File: src/rtl/sampler_packetizer.sv
// Frames sampler FIFO words into packets: {MAGIC,SEQ} header, PAYLOAD_WORDS data words, XOR-checksum trailer.
// Latency: header one cycle after IDLE sees data, then one output word per cycle when unstalled.
// Backpressure: OUT_FULL stalls header, payload and trailer. IN_EMPTY stalls payload. Stalls are held indefinitely.
module sampler_packetizer #(
  parameter int          PAYLOAD_WORDS = 16,
  parameter logic [15:0] MAGIC         = 16'hA55A
) (
  input  logic        CLK,
  input  logic        RESET,
  input  logic        ENABLE,
  input  logic [31:0] IN_DATA,
  input  logic        IN_EMPTY,
  output logic        IN_RDEN,
  output logic [31:0] OUT_DATA,
  output logic        OUT_WREN,
  input  logic        OUT_FULL,
  output logic        BUSY,
  output logic [15:0] SEQ
);

  localparam logic [1:0] ST_IDLE    = 2'd0;
  localparam logic [1:0] ST_HEADER  = 2'd1;
  localparam logic [1:0] ST_PAYLOAD = 2'd2;
  localparam logic [1:0] ST_TRAILER = 2'd3;

  // Counter value of the final payload word of a packet
  localparam logic [15:0] LAST_CNT = 16'(PAYLOAD_WORDS - 1);

  logic [1:0]  state_q;
  logic [15:0] cnt_q;
  logic [31:0] csum_q;
  logic [15:0] seq_q;

  logic hdr_wr;
  logic xfer;
  logic trl_wr;

  // Write/pop strobes are purely combinational so a word moves in the same cycle it is offered
  always_comb begin
    hdr_wr   = (state_q == ST_HEADER)  && !OUT_FULL;
    xfer     = (state_q == ST_PAYLOAD) && !OUT_FULL && !IN_EMPTY;
    trl_wr   = (state_q == ST_TRAILER) && !OUT_FULL;
    IN_RDEN  = xfer;
    OUT_WREN = hdr_wr || xfer || trl_wr;
    OUT_DATA = 32'd0;
    if (hdr_wr) begin
      OUT_DATA = {MAGIC, seq_q};
    end else if (xfer) begin
      OUT_DATA = IN_DATA;
    end else if (trl_wr) begin
      OUT_DATA = csum_q;
    end
  end

  // Packet framing FSM with payload counter, running checksum and sequence number
  always_ff @(posedge CLK) begin
    if (RESET) begin
      state_q <= ST_IDLE;
      cnt_q   <= 16'd0;
      csum_q  <= 32'd0;
      seq_q   <= 16'd0;
    end else begin
      case (state_q)
        ST_IDLE: begin
          // ENABLE only gates the start of a packet, never aborts one
          if (ENABLE && !IN_EMPTY) begin
            state_q <= ST_HEADER;
          end
        end
        ST_HEADER: begin
          if (!OUT_FULL) begin
            cnt_q   <= 16'd0;
            csum_q  <= 32'd0;
            state_q <= ST_PAYLOAD;
          end
        end
        ST_PAYLOAD: begin
          if (xfer) begin
            csum_q <= csum_q ^ IN_DATA;
            cnt_q  <= cnt_q + 16'd1;
            if (cnt_q == LAST_CNT) begin
              state_q <= ST_TRAILER;
            end
          end
        end
        ST_TRAILER: begin
          if (!OUT_FULL) begin
            seq_q   <= seq_q + 16'd1;
            state_q <= ST_IDLE;
          end
        end
        default: state_q <= ST_IDLE;
      endcase
    end
  end

  assign BUSY = (state_q != ST_IDLE);
  assign SEQ  = seq_q;

endmodule
File: config.mk
export PLATFORM = sky130hd
export DESIGN_NAME = sampler_packetizer
export DESIGN_NICKNAME = d
export VERILOG_FILES = /design/src/rtl/sampler_packetizer.sv
export SDC_FILE = /design/constraint.sdc
export NUM_CORES = 1
export LEC_CHECK = 0
export CAP_MARGIN = 20
export CORE_UTILIZATION = 50
export CTS_CLUSTER_SIZE = 10
export DETAILED_ROUTE_END_ITERATION = 7
export GPL_TIMING_DRIVEN = 0
export PLACE_DENSITY = 0.84
export SETUP_SLACK_MARGIN = 0.05
export SYNTH_ARGS = -nofsm -noshare
export SYNTH_HDL_FRONTEND = slang
export SYNTH_SLANG_ARGS = --single-unit
File: constraint.sdc
create_clock -name CLK -period 2.45 [get_ports CLK]
set_clock_uncertainty 0.05 [all_clocks]
set_input_delay 0.49 -clock CLK [delete_from_list [all_inputs] [get_ports CLK]]
set_output_delay 0.49 -clock CLK [all_outputs]
set_load 0.05 [all_outputs]
Word level (Yosys, flattened, before mapping). Index checks and enable logic that the tools add are counted.

Register bits after elaboration: 66. Input bits: 37. Output and inout bits: 51. Logic and storage cells: 47.

Add/subtract/negate cells: 2. Equality and inequality tests: 9. Mux-type cells: 15. Bitwise gates (word level): 2. Reduce and logical (&&, ||, !) cells: 15.

Operators by type and width (count): $mux 32 (5); $pmux 32 s2 (1); $add 16x1->16 const B (2); $mux 16 (2); $pmux 16 s2 (1); $xor 32x32->32 (1); $eq 16x4->1 const B (1); $mux 2 (5); $ne 2x2->1 const B (4); $pmux 2 s4 (1); $logic_and 1x1->1 (5); $reduce_and 5->1 (1); $eq 2x2->1 const B (2); $reduce_bool 2->1 (2); $reduce_and 3->1 (1); $eq 2x1->1 const B (1); $logic_not 1->1 (2); $logic_not 2->1 (1); $logic_or 1x1->1 (2); $ne 2x1->1 const B (1); $reduce_and 2->1 (1); $not 1->1 (1).

Longest topological paths before layout. Gate-level depths: netlist of the first run.

Depth after elaboration: 5. Depth in mapped cells: 8. Depth with buffers taken out: 6.

Least setup slack after synthesis of the first run. Ideal clock, no wire load.

Path type: reg-to-output. Start point: reg state_q[0]. End point: out OUT_DATA[10]. Arrival: 2.551 ns. Required time: 1.910 ns. Slack: -0.641 ns. Stages on the path, launching flop included: 9. Buffers on the path: 2. Cells stage by stage: dfxtp_1 > inv_1 > ha_1 > nand2b_1 > nor2_1 > clkbuf_1 > buf_2 > a22oi_1 > o21ai_0.

Cells in the longest elaborated chain, start to end: 5. Elaborated cells between the ends (all ways): 10. Classes of those cells: eq/ne (3); mux (3); reduce/logical (4).

RTL lines: start: declaration (RTL line 29) `logic [1:0] state_q;`; start signal: assignment (RTL line 58) `state_q <= ST_IDLE;`; start signal: assignment (RTL line 67) `state_q <= ST_HEADER;`; start signal: assignment (RTL line 74) `state_q <= ST_PAYLOAD;`; $eq 2x2->1 (on tied branches) (RTL line 42, 41); $logic_and 1x1->1 (on tied branches) (RTL line 42, 41); $mux 32 or $logic_and 1x1->1 (tied branches) (RTL line 50, 41); $mux 32 (RTL line 48) `end else if (xfer) begin`; $mux 32 (*) (RTL line 46) `if (hdr_wr) begin`; end: declaration (RTL line 14) `output logic [31:0] OUT_DATA,`.

Mark *: on every way between the ends. The rest lies on a longest branch, timed or not.

Final worst setup path of the first run.
Start point: reg state_q[1]. End point: out OUT_DATA[14].

Same word-level chain as after synthesis.

==> results by group, run 1 <==
Layout
  • Register Area: ~1300 um^2
  • Antenna cells: 0
  • Fill count: 428
  • Share of layout cells above drive strength 1: around a quarter
  • Synth-to-layout area growth: 52.32%
  • Multi-input gate area: 2310 um^2
  • Final Core Density: between 70 and 80%
  • Commonest cells after routing, fill and taps aside: dfxtp_1, clkdlybuf4s50_1, a21oi_1
  • Nets: 615
  • Leading cell type in the layout, fill and taps excluded: dfxtp_1

Timing
  • Fin crit period: between 2000 and 3000 ps
  • Worst slew margin: 64.84%
  • RSZ-0062 raised after global routing: true
  • Slack of the critical path: -59.40 ps
  • Final Cycle Share: 102.4%
  • Slew Viols, Final: 0
  • Measured slew at the worst slew-check pin: approximately 520 ps
  • Peak Freq: around 0.40 GHz
  • Final Setup Violations: 24
  • Final hold violation count: 0

Floorplanning
  • Core Rows: 30
  • Die area: about 7500 um^2
  • Core ar.: between 6000 and 7000 um^2
  • Chip height: ~87 um
  • Die X: 86.76 um
  • I/O pin count: 88
  • Initial Utilization: a little over half

Synthesis
  • YS warnings: 0
  • Share of the synthesized area in the top cell type: a little under two fifths
  • Cells after synthesis: between 400 and 500
  • Post-Syn Area: about 3600 um^2
  • Synth Flop Type: dfxtp_1
  • Mean Syn Cell Area: approximately 7.8 um^2
  • Dominant cell type by area after synthesis: dfxtp_1
  • Yosys reg bits: 66
  • Post-synth net total: slightly above 500
  • Synth cell types: 45
  • Area contributors post-synth: dfxtp_1, o21ai_0, or3_1, a21oi_1, a22oi_1
  • Synth async-reset ratio: 0%
  • Post-synth EDFFs: 0
  • Post-synthesis sequential area ratio: 36.78%

Global routing
  • Initial antenna violation count: 0
  • Met3 global-route usage: 5.810%
  • Final global-route overflow total: 0
  • Met2 Resource Use GR: ~50%
  • Gr usage total: 29.55%
  • Met1 usage in global routing: between 30% and 40%
  • Vias in the first global route: roughly 3.7k
  • Largest net degree at the start of global routing: 12
  • Busiest grt layer: met2
  • First-pass GRT wire length: about 17000 um

CTS
  • CTS tree: done
  • Num CTS Buffers: 9
  • Worst-Skew Late Latency: between 300 and 400 ps
  • Clock Sinks: 66
  • Max H-tree Level: 3
  • Cts hold-fix bufs: 0
  • Clock transition at path regs: roughly 70 ps
  • Longest Clk Path Bufs: 2
  • Root buf cell: clkbuf_8

Setup path
  • Setup Crit Path Kind: flop to primary output
  • Worst Path Arrival: just under 2000 ps
  • Worst Reg-to-Reg Cells: 9
  • Slowest cell on crit path: dfxtp_4
  • CP startpoint kind: flop
  • R2r setup slk: between 150 and 200 ps
  • Worst r2r src: state_q[1]
  • Reg2reg end: csum_q[11]
  • Crit-path max FO: 5
  • Crit. End Element: primary output
  • Slowest stage delay, CP: 380 ps
  • Critical path data required time: roughly 1900 ps
  • Worst-path cell chain: buf_6, ha_4, nand2b_4, nor2_4, buf_12, buf_12, a22oi_2, o21ai_4, buf_6

Placement
  • Port buffer count: 86
  • RePlAce Congestion: around 0.86
  • Post-DP HPWL: between 7000 and 8000 um

Worst hold path
  • Worst Hold End: csum_q[24]
  • Hold crit path type: flop to flop
  • Min-delay src: csum_q[24]
  • Hold Crit Depth: 2

Routing
  • Detailed Route WL: 11320 um
  • # DRC: 0
  • Vias per cell: about 6
  • Antenna-violating nets left: 0
  • Initial DRC Count: roughly 220
  • Avg WL per Cell: between 15 and 20 um
  • Vias: slightly below 4k
  • Pre-antenna DRT Iters: 5

Pwr
  • Leak: about 2.0 nW
  • VDD IR max: roughly 0.40 mV
  • PwrDens: between 600 and 700 nW/um^2
  • Power consumption: between 3 and 4 mW

Flow run
  • Max cap viols: 0

Outcome
  • Failing checks: setup timing
  • Outcome: complete, but fails checks
[layout make-up]
cell class              instances  share of cell area, %
flip-flops and latches         66                  24.29
repair buffers                103                  20.28
clock inverters                 4                 0.4802
well taps                      96                  2.195
plain buffers                  30                  4.688
inverters                      44                  3.019
clock buffers                  12                  2.836
multi-input cells             317                  42.21
[how the worst max path moves through the flow]
stage | depth (start not counted) | from | to
2_1_floorplan | 8 | state_q[0] | OUT_DATA[10]
3_3_place_gp | 8 | IN_EMPTY | OUT_DATA[15]
3_5_place_dp | 8 | IN_EMPTY | OUT_DATA[15]
4_1_cts | 7 | state_q[1] | OUT_DATA[29]
5_1_grt | 9 | state_q[1] | OUT_DATA[14]
6_report | 9 | state_q[1] | OUT_DATA[14]
[report_power, final]
group / internal (mW) / switching (mW)
clock: 0.421 / 0.430
combinational: 0.650 / 0.985
sequential: 1.19 / 0.102
total: 2.26 / 1.52
[Yosys cell counts (all sizes together), types with 6 or more instances]
| master | count |
|---|---|
| a221o | 8 |
| buf | 17 |
| or4 | 6 |
| or3 | 45 |
| ha | 7 |
| nor2 | 27 |
| nand4 | 6 |
| nand2 | 25 |
| nand3 | 9 |
| xor2 | 8 |
| dfxtp | 66 |
| a22oi | 24 |
| clkbuf | 15 |
| o21ai | 57 |
| inv | 44 |
| a21oi | 48 |
[what timing repair did]
item	in CTS	in global routing
setup buffers	11	2
gates resized for setup	307	21
cloned	1	3
pin swaps	23	5
endpoints found under the setup margin	35	34
[flip-flops by register name, indices dropped and copies added (netlist names)]
| signal | flops |
|---|---|
| state_q | 2 |
| cnt_q | 16 |
| SEQ | 16 |
| csum_q | 32 |
[stage by stage]
stage | area, um^2 | hold slack (ps) | TNS, ps | cells | setup slack [ps]
finish | 5472 | 436.5 | -635.2 | 672 | -59.40
floorplan | 3761 | 402.6 | -33.66 | 459 | -16.83
global placement | 4742 | 412.6 | -36130 | 641 | -1300
detailed placement | 4742 | 421.9 | -37850 | 641 | -1344
global route | 5472 | 454.0 | -1893 | 672 | -102.0
CTS | 5323 | 438.7 | -403.8 | 668 | -50.39
[routing by layer]
| layer | vias up | wire, um |
|---|---|---|
| li1 | 1865 | - |
| met1 | 1897 | 4613 |
| met2 | 157 | 5777 |
| met3 | 25 | 671 |
| met4 | 0 | 260 |
| met5 | - | 0 |
[worst max-delay path: cells and delay by family, from the launching register on]
| kind | cells | cell delay (ps) |
|---|---|---|
| AOI/OAI and AO/OA | 2 | 250 |
| adders and majority gates | 1 | 150 |
| and+or+nand+nor | 2 | 260 |
| buffers and inverters | 4 | 570 |
| DFF | 1 | 380 |
[cells by family (layout without fill, tap and decap cells)]
| kind of cell | Yosys count | in the layout | share of synthesized area (%) |
|---|---|---|---|
| AOI/OAI and AO/OA | 154 | 154 | 26.51 |
| xor gates and xnor gates | 13 | 13 | 3.170 |
| adders and majority gates | 7 | 7 | 2.438 |
| buffers and inverters | 76 | 193 | 8.568 |
| DFF | 66 | 66 | 36.78 |
| muxes | 4 | 4 | 1.149 |
| and+or+nand+nor | 139 | 139 | 21.39 |
Power figures use the tool's default switching activity.
==> run 2, diff against run 1 <==
Settings changed: ABC_AREA from default to 1, PLACE_DENSITY 0.84 to 0.83.
==> results by group, run 2 <==
Outcome
  • Outcome: complete, but fails checks
  • Failing checks: setup timing

Setup path
  • Slowest stage delay, CP: approximately 380 ps
  • Worst-path cell chain: inv_4, ha_4, nand3_4, buf_4, o22ai_2, nand2_1, o21ai_2, buf_6
  • Buf/Inv on CP: 3
  • Crit-path max FO: 7
  • Crit. End Element: primary output
  • Worst Path Arrival: 1920 ps
  • Critical path data required time: 1910 ps
  • Slowest cell on crit path: dfxtp_4
  • Setup Crit Path Kind: flop to primary output
  • Crit-path leading delay family: buffers and inverters
  • CP startpoint kind: flop

Floorplanning
  • Die X: 88.47 um
  • Core Rows: 31
  • I/O pin count: between 80 and 90
  • Chip height: 88.47 um
  • Core ar.: 7253 um^2
  • Initial Utilization: 51.54%
  • Die area: ~8000 um^2

CTS
  • Cts hold-fix bufs: 0
  • Num CTS Buffers: 9
  • Root buf cell: clkbuf_8
  • Clock Sinks: 66
  • Clock transition at path regs: around 70 ps
  • Worst-Skew Late Latency: around 350 ps
  • CTS tree: done
  • Longest Clk Path Bufs: 2
  • Max H-tree Level: 3

Layout
  • Nets: 734
  • Share of layout cells above drive strength 1: between 20% and 30%
  • Max reg flops: 32
  • Most flop-heavy register: csum_q
  • Leading cell type in the layout, fill and taps excluded: nand2_1
  • Fin cells: roughly 800
  • Commonest cells after routing, fill and taps aside: nand2_1, inv_1, dfxtp_1
  • Synth-to-layout area growth: 47.89%
  • Antenna cells: 0

Pwr
  • Net Sw Frac: between 30% and 40%
  • VDD IR max: 0.4867 mV
  • Clock power share: between 20 and 30%
  • Gate power share: about two fifths
  • PwrDens: between 600 and 700 nW/um^2
  • Sequential Power Share: between 30 and 40%
  • NetSw: about 1.4 mW
  • Internal power: between 2 and 2.5 mW
  • Leak: about 2.3 nW

Timing
  • Worst slew margin: 65.54%
  • Final Setup Violations: 2
  • Slack of the critical path: -13.68 ps
  • Final Cycle Share: 100.6%
  • Measured slew at the worst slew-check pin: ~520 ps
  • Slew Viols, Final: 0
  • Peak Freq: 0.4059 GHz
  • Fin crit period: 2464 ps
  • Final hold violation count: 0
  • Hold_ws: approximately 380 ps
  • RSZ-0062 raised after global routing: true

Synthesis
  • YS warnings: 0
  • Dominant cell type by area after synthesis: dfxtp_1
  • Post-synthesis sequential area ratio: between 30 and 40%
  • Area contributors post-synth: dfxtp_1, nand2_1, inv_1, o21ai_0, a21oi_1
  • Post-synth EDFFs: 0
  • Post-Syn Area: ~3700 um^2
  • Post-synth net total: about 620
  • Yosys reg bits: 66
  • Synth async-reset ratio: 0%
  • Synth Flop Type: dfxtp_1
  • Share of the synthesized area in the top cell type: between 30% and 40%
  • Synth cell types: 31
  • Cells after synthesis: approximately 570
  • Count leader, synth: nand2_1
  • Mean Syn Cell Area: 6.525 um^2
  • Post-synth top cells: nand2_1, inv_1, dfxtp_1

Routing
  • Detailed Route WL: between 10000 and 15000 um
  • # DRC: 0
  • Antenna-violating nets left: 0
  • Avg WL per Cell: 15.70 um
  • Initial DRC Count: around 340
  • Vias per cell: 5.554
  • Vias: roughly 4.4k
  • Pre-antenna DRT Iters: 5

Placement
  • Port buffer count: 87
  • Post-DP HPWL: slightly below 8000 um
  • RePlAce Congestion: 0.8766
  • Inst Count DP: about 760

Global routing
  • First-pass GRT wire length: between 15000 and 20000 um
  • Gr usage total: just under 30%
  • Final global-route overflow total: 0
  • Vias in the first global route: just under 4k
  • Largest net degree at the start of global routing: 11
  • Initial antenna violation count: 0

Worst hold path
  • Hold crit path type: flop to flop

Flow run
  • Max cap viols: 0
## run 2: cell families after synthesis
kind of cell / count (synthesis) / share of synthesized area, %
and+or+nand+nor: 220 / 25.67
AOI/OAI and AO/OA: 151 / 22.32
buffers and inverters: 129 / 14.32
DFF: 66 / 35.34
adders and majority gates: 7 / 2.343
## run 2: area by class of cell
class,instances,area [um^2]
tap,99,123.9
timing repair buffer,106,1044
fill,531,1724
inverter,107,419.2
clock inverter,3,40.04
buffer,22,214.0
multi-input combinational,378,2215
sequential,66,1329
clock buffer,12,145.1
## run 2: timing repair
item / in CTS / in global routing
pin swaps: 3 / 10
buffers inserted: 5 / 9
setup endpoints to repair: 35 / 34
cloned: 1 / 4
resized for setup: 277 / 73
## run 2: metrics by stage
stage / cell area [um^2] / power (mW) / setup TNS (ps) / setup slack (ps) / utilization (%)
after global placement: 4801 / 2.397 / -28750 / -974.9 / 66.19
after floorplan: 3806 / 2.064 / -1962 / -196.2 / -
final: 5529 / 3.623 / -16.95 / -13.68 / 76.23
after global routing: 5529 / 3.761 / -343.6 / -67.55 / 76.23
after detailed placement: 4801 / 2.438 / -29590 / -983.0 / 66.19
after CTS: 5172 / 3.414 / 0 / 20.78 / 71.31
## run 2: power groups by stage
stage                     Combinational (mW)  Sequential [mW]  Clock, mW
after CTS                               1.26             1.25      0.904
after global routing                    1.54             1.26      0.953
final                                   1.45             1.25      0.916
after floorplan                        0.820             1.24          0
after detailed placement                1.19             1.25          0
after global placement                  1.15             1.24          0
## run 2: per-layer routing
metal / global-route usage, % / share of wire, % / vias up / wire, um
met5: 0 / 0 / - / 0
met4: 11.58 / 3.0 / 0 / 374
met3: 4.291 / 6.2 / 44 / 773
met2: 50.98 / 49 / 197 / 6112
met1: 36.55 / 42 / 2047 / 5188
li1: - / - / 2116 / -
## run 2: path summary, 6_finish.rpt
check	from	endpoint	slack, ps	depth (start not counted)
min	csum_q[22]	csum_q[22]	380	1
max reg2reg	state_q[0]	csum_q[9]	500	11
max	state_q[0]	OUT_DATA[2]	-10	8
min reg2reg	csum_q[22]	csum_q[22]	380	1
==> run 3, diff against run 2 <==
Settings changed: GPL_ROUTABILITY_DRIVEN from default to 0.
==> results by group, run 3 (synthesis results as in run 2) <==
Outcome
  • Outcome: complete, but fails checks
  • Failing checks: DRC

CTS
  • Max H-tree Level: 3
  • Worst-Skew Late Latency: about 360 ps
  • Root buf cell: clkbuf_8
  • CTS tree: done
  • Longest Clk Path Bufs: 2
  • Num CTS Buffers: 9
  • Cts hold-fix bufs: 0
  • Clock transition at path regs: around 70 ps
  • Clock Sinks: 66

Floorplanning
  • Core ar.: 7253 um^2
  • I/O pin count: around 90
  • Die X: between 80 and 90 um
  • Chip height: just under 90 um
  • Die area: between 7000 and 8000 um^2
  • Initial Utilization: between 50% and 60%
  • Core Rows: 31

Timing
  • Final Cycle Share: just under 100%
  • RSZ-0062 raised after global routing: true
  • Fin crit period: ~2400 ps
  • Worst slew margin: between 60% and 70%
  • Final Setup Violations: 0
  • Hold_ws: 384.3 ps
  • Peak Freq: about 0.41 GHz
  • Measured slew at the worst slew-check pin: ~530 ps
  • Slack of the critical path: just over 20 ps
  • Slew Viols, Final: 0
  • Final hold violation count: 0
  • Setup TNS: 0 ps

Layout
  • Leading cell type in the layout, fill and taps excluded: nand2_1
  • Synth-to-layout area growth: 42.64%
  • Antenna cells: 0
  • Fin area: around 5300 um^2
  • Fin cells: between 700 and 800
  • Nets: a little over 700
  • Commonest cells after routing, fill and taps aside: nand2_1, inv_1, dfxtp_1
  • Share of layout cells above drive strength 1: just over 20%
  • Final Core Density: 73.52%
  • Max reg flops: 32
  • Most flop-heavy register: csum_q

Routing
  • Vias per cell: between 5 and 6
  • # DRC: 2
  • Avg WL per Cell: between 10 and 15 um
  • Vias: roughly 4.4k
  • Antenna-violating nets left: 0
  • Pre-antenna DRT Iters: 7
  • Initial DRC Count: approximately 440
  • Detailed Route WL: between 10000 and 15000 um

Setup path
  • CP startpoint kind: input port
  • Most frequent CP cell: buf_6
  • Worst Path Arrival: approximately 1900 ps
  • Critical path data required time: roughly 1900 ps
  • Setup Crit Path Kind: input port to primary output
  • Crit-path max FO: 10
  • Crit. End Element: primary output
  • Slowest stage delay, CP: 470 ps
  • Worst-path cell chain: clkdlybuf4s50_1, inv_2, nand2_2, nand2_4, buf_6, o22ai_2, nand2_1, o21ai_2, buf_6
  • Slowest cell on crit path: clkdlybuf4s50_1

Pwr
  • Sequential Power Share: 35.1%
  • Gate power share: ~37%
  • Leak: ~2.2 nW
  • PwrDens: 669.9 nW/um^2
  • Net Sw Frac: about two fifths
  • Internal power: 2.194 mW
  • Power consumption: approximately 3.6 mW
  • NetSw: between 1 and 1.5 mW
  • VDD IR max: 0.5032 mV
  • Clock power share: between 20 and 30%

Placement
  • Placed Instance Area: just under 5000 um^2
  • DP Worst Slack: -988.7 ps
  • Inst Count DP: 759
  • Port buffer count: 87
  • Post-DP HPWL: slightly below 8000 um

Global routing
  • Final global-route overflow total: 0
  • Vias in the first global route: ~3.8k
  • Initial antenna violation count: 0
  • Largest net degree at the start of global routing: 12
  • Gr usage total: 29.35%
  • First-pass GRT wire length: roughly 18000 um

Flow run
  • Max cap viols: 0

Worst hold path
  • Hold crit path type: flop to flop
-- run 3: changes by cell type in the layout (fill, tap and decap cells not counted), sizes merged --
cell,change
dlygate4sd2,+1
clkdlybuf4s50,+1
clkinv,-1
clkinvlp,+1
clkdlybuf4s18,-1
buf,-10
dlymetal6s2s,-1
clkbuf,-1
clkdlybuf4s15,+1
-- run 3: layout make-up --
class | count | area, um^2
multi-input combinational | 378 | 2126
fill | 544 | 1921
sequential | 66 | 1329
timing repair buffer | 95 | 924.6
inverter | 107 | 411.6
buffer | 22 | 202.7
clock buffer | 13 | 168.9
tap | 99 | 123.9
clock inverter | 3 | 46.29
-- run 3: path summary, 6_finish.rpt --
| check | start | endpoint | slack [ps] | depth (start not counted) |
|---|---|---|---|---|
| max | IN_EMPTY | OUT_DATA[3] | 20 | 9 |
| min | csum_q[31] | csum_q[31] | 380 | 1 |
| max reg2reg | cnt_q[0] | cnt_q[8] | 640 | 8 |
| min reg2reg | csum_q[31] | csum_q[31] | 380 | 1 |
-- run 3: critical path: cells and delay by family --
family,cells,cell delay (ps)
buffers and inverters,4,870
AOI/OAI and AO/OA,2,230
and+or+nand+nor,3,280
-- run 3: timing repair --
item / in CTS / in global routing
pin swaps: 3 / 2
cloned: 0 / 1
setup endpoints to repair: 35 / 34
setup buffers: 3 / 4
gates resized for setup: 272 / 46
-- run 3: routing by layer --
layer | track usage [%] | vias to the layer above | routed length (um)
li1 | - | 2088 | -
met1 | 37.35 | 2027 | 4795
met2 | 49.37 | 198 | 5745
met3 | 5.504 | 49 | 724
met4 | 11.14 | 0 | 396
met5 | 0 | - | 0
-- run 3: power groups by stage --
| stage | registers [mW] | clock network [mW] | logic (mW) |
|---|---|---|---|
| 6_report | 1.25 | 0.999 | 1.32 |
| 2_1_floorplan | 1.24 | 0 | 0.820 |
| 4_1_cts | 1.25 | 0.999 | 1.24 |
| 3_5_place_dp | 1.25 | 0 | 1.18 |
| 5_1_grt | 1.26 | 1.04 | 1.41 |
| 3_3_place_gp | 1.24 | 0 | 1.15 |
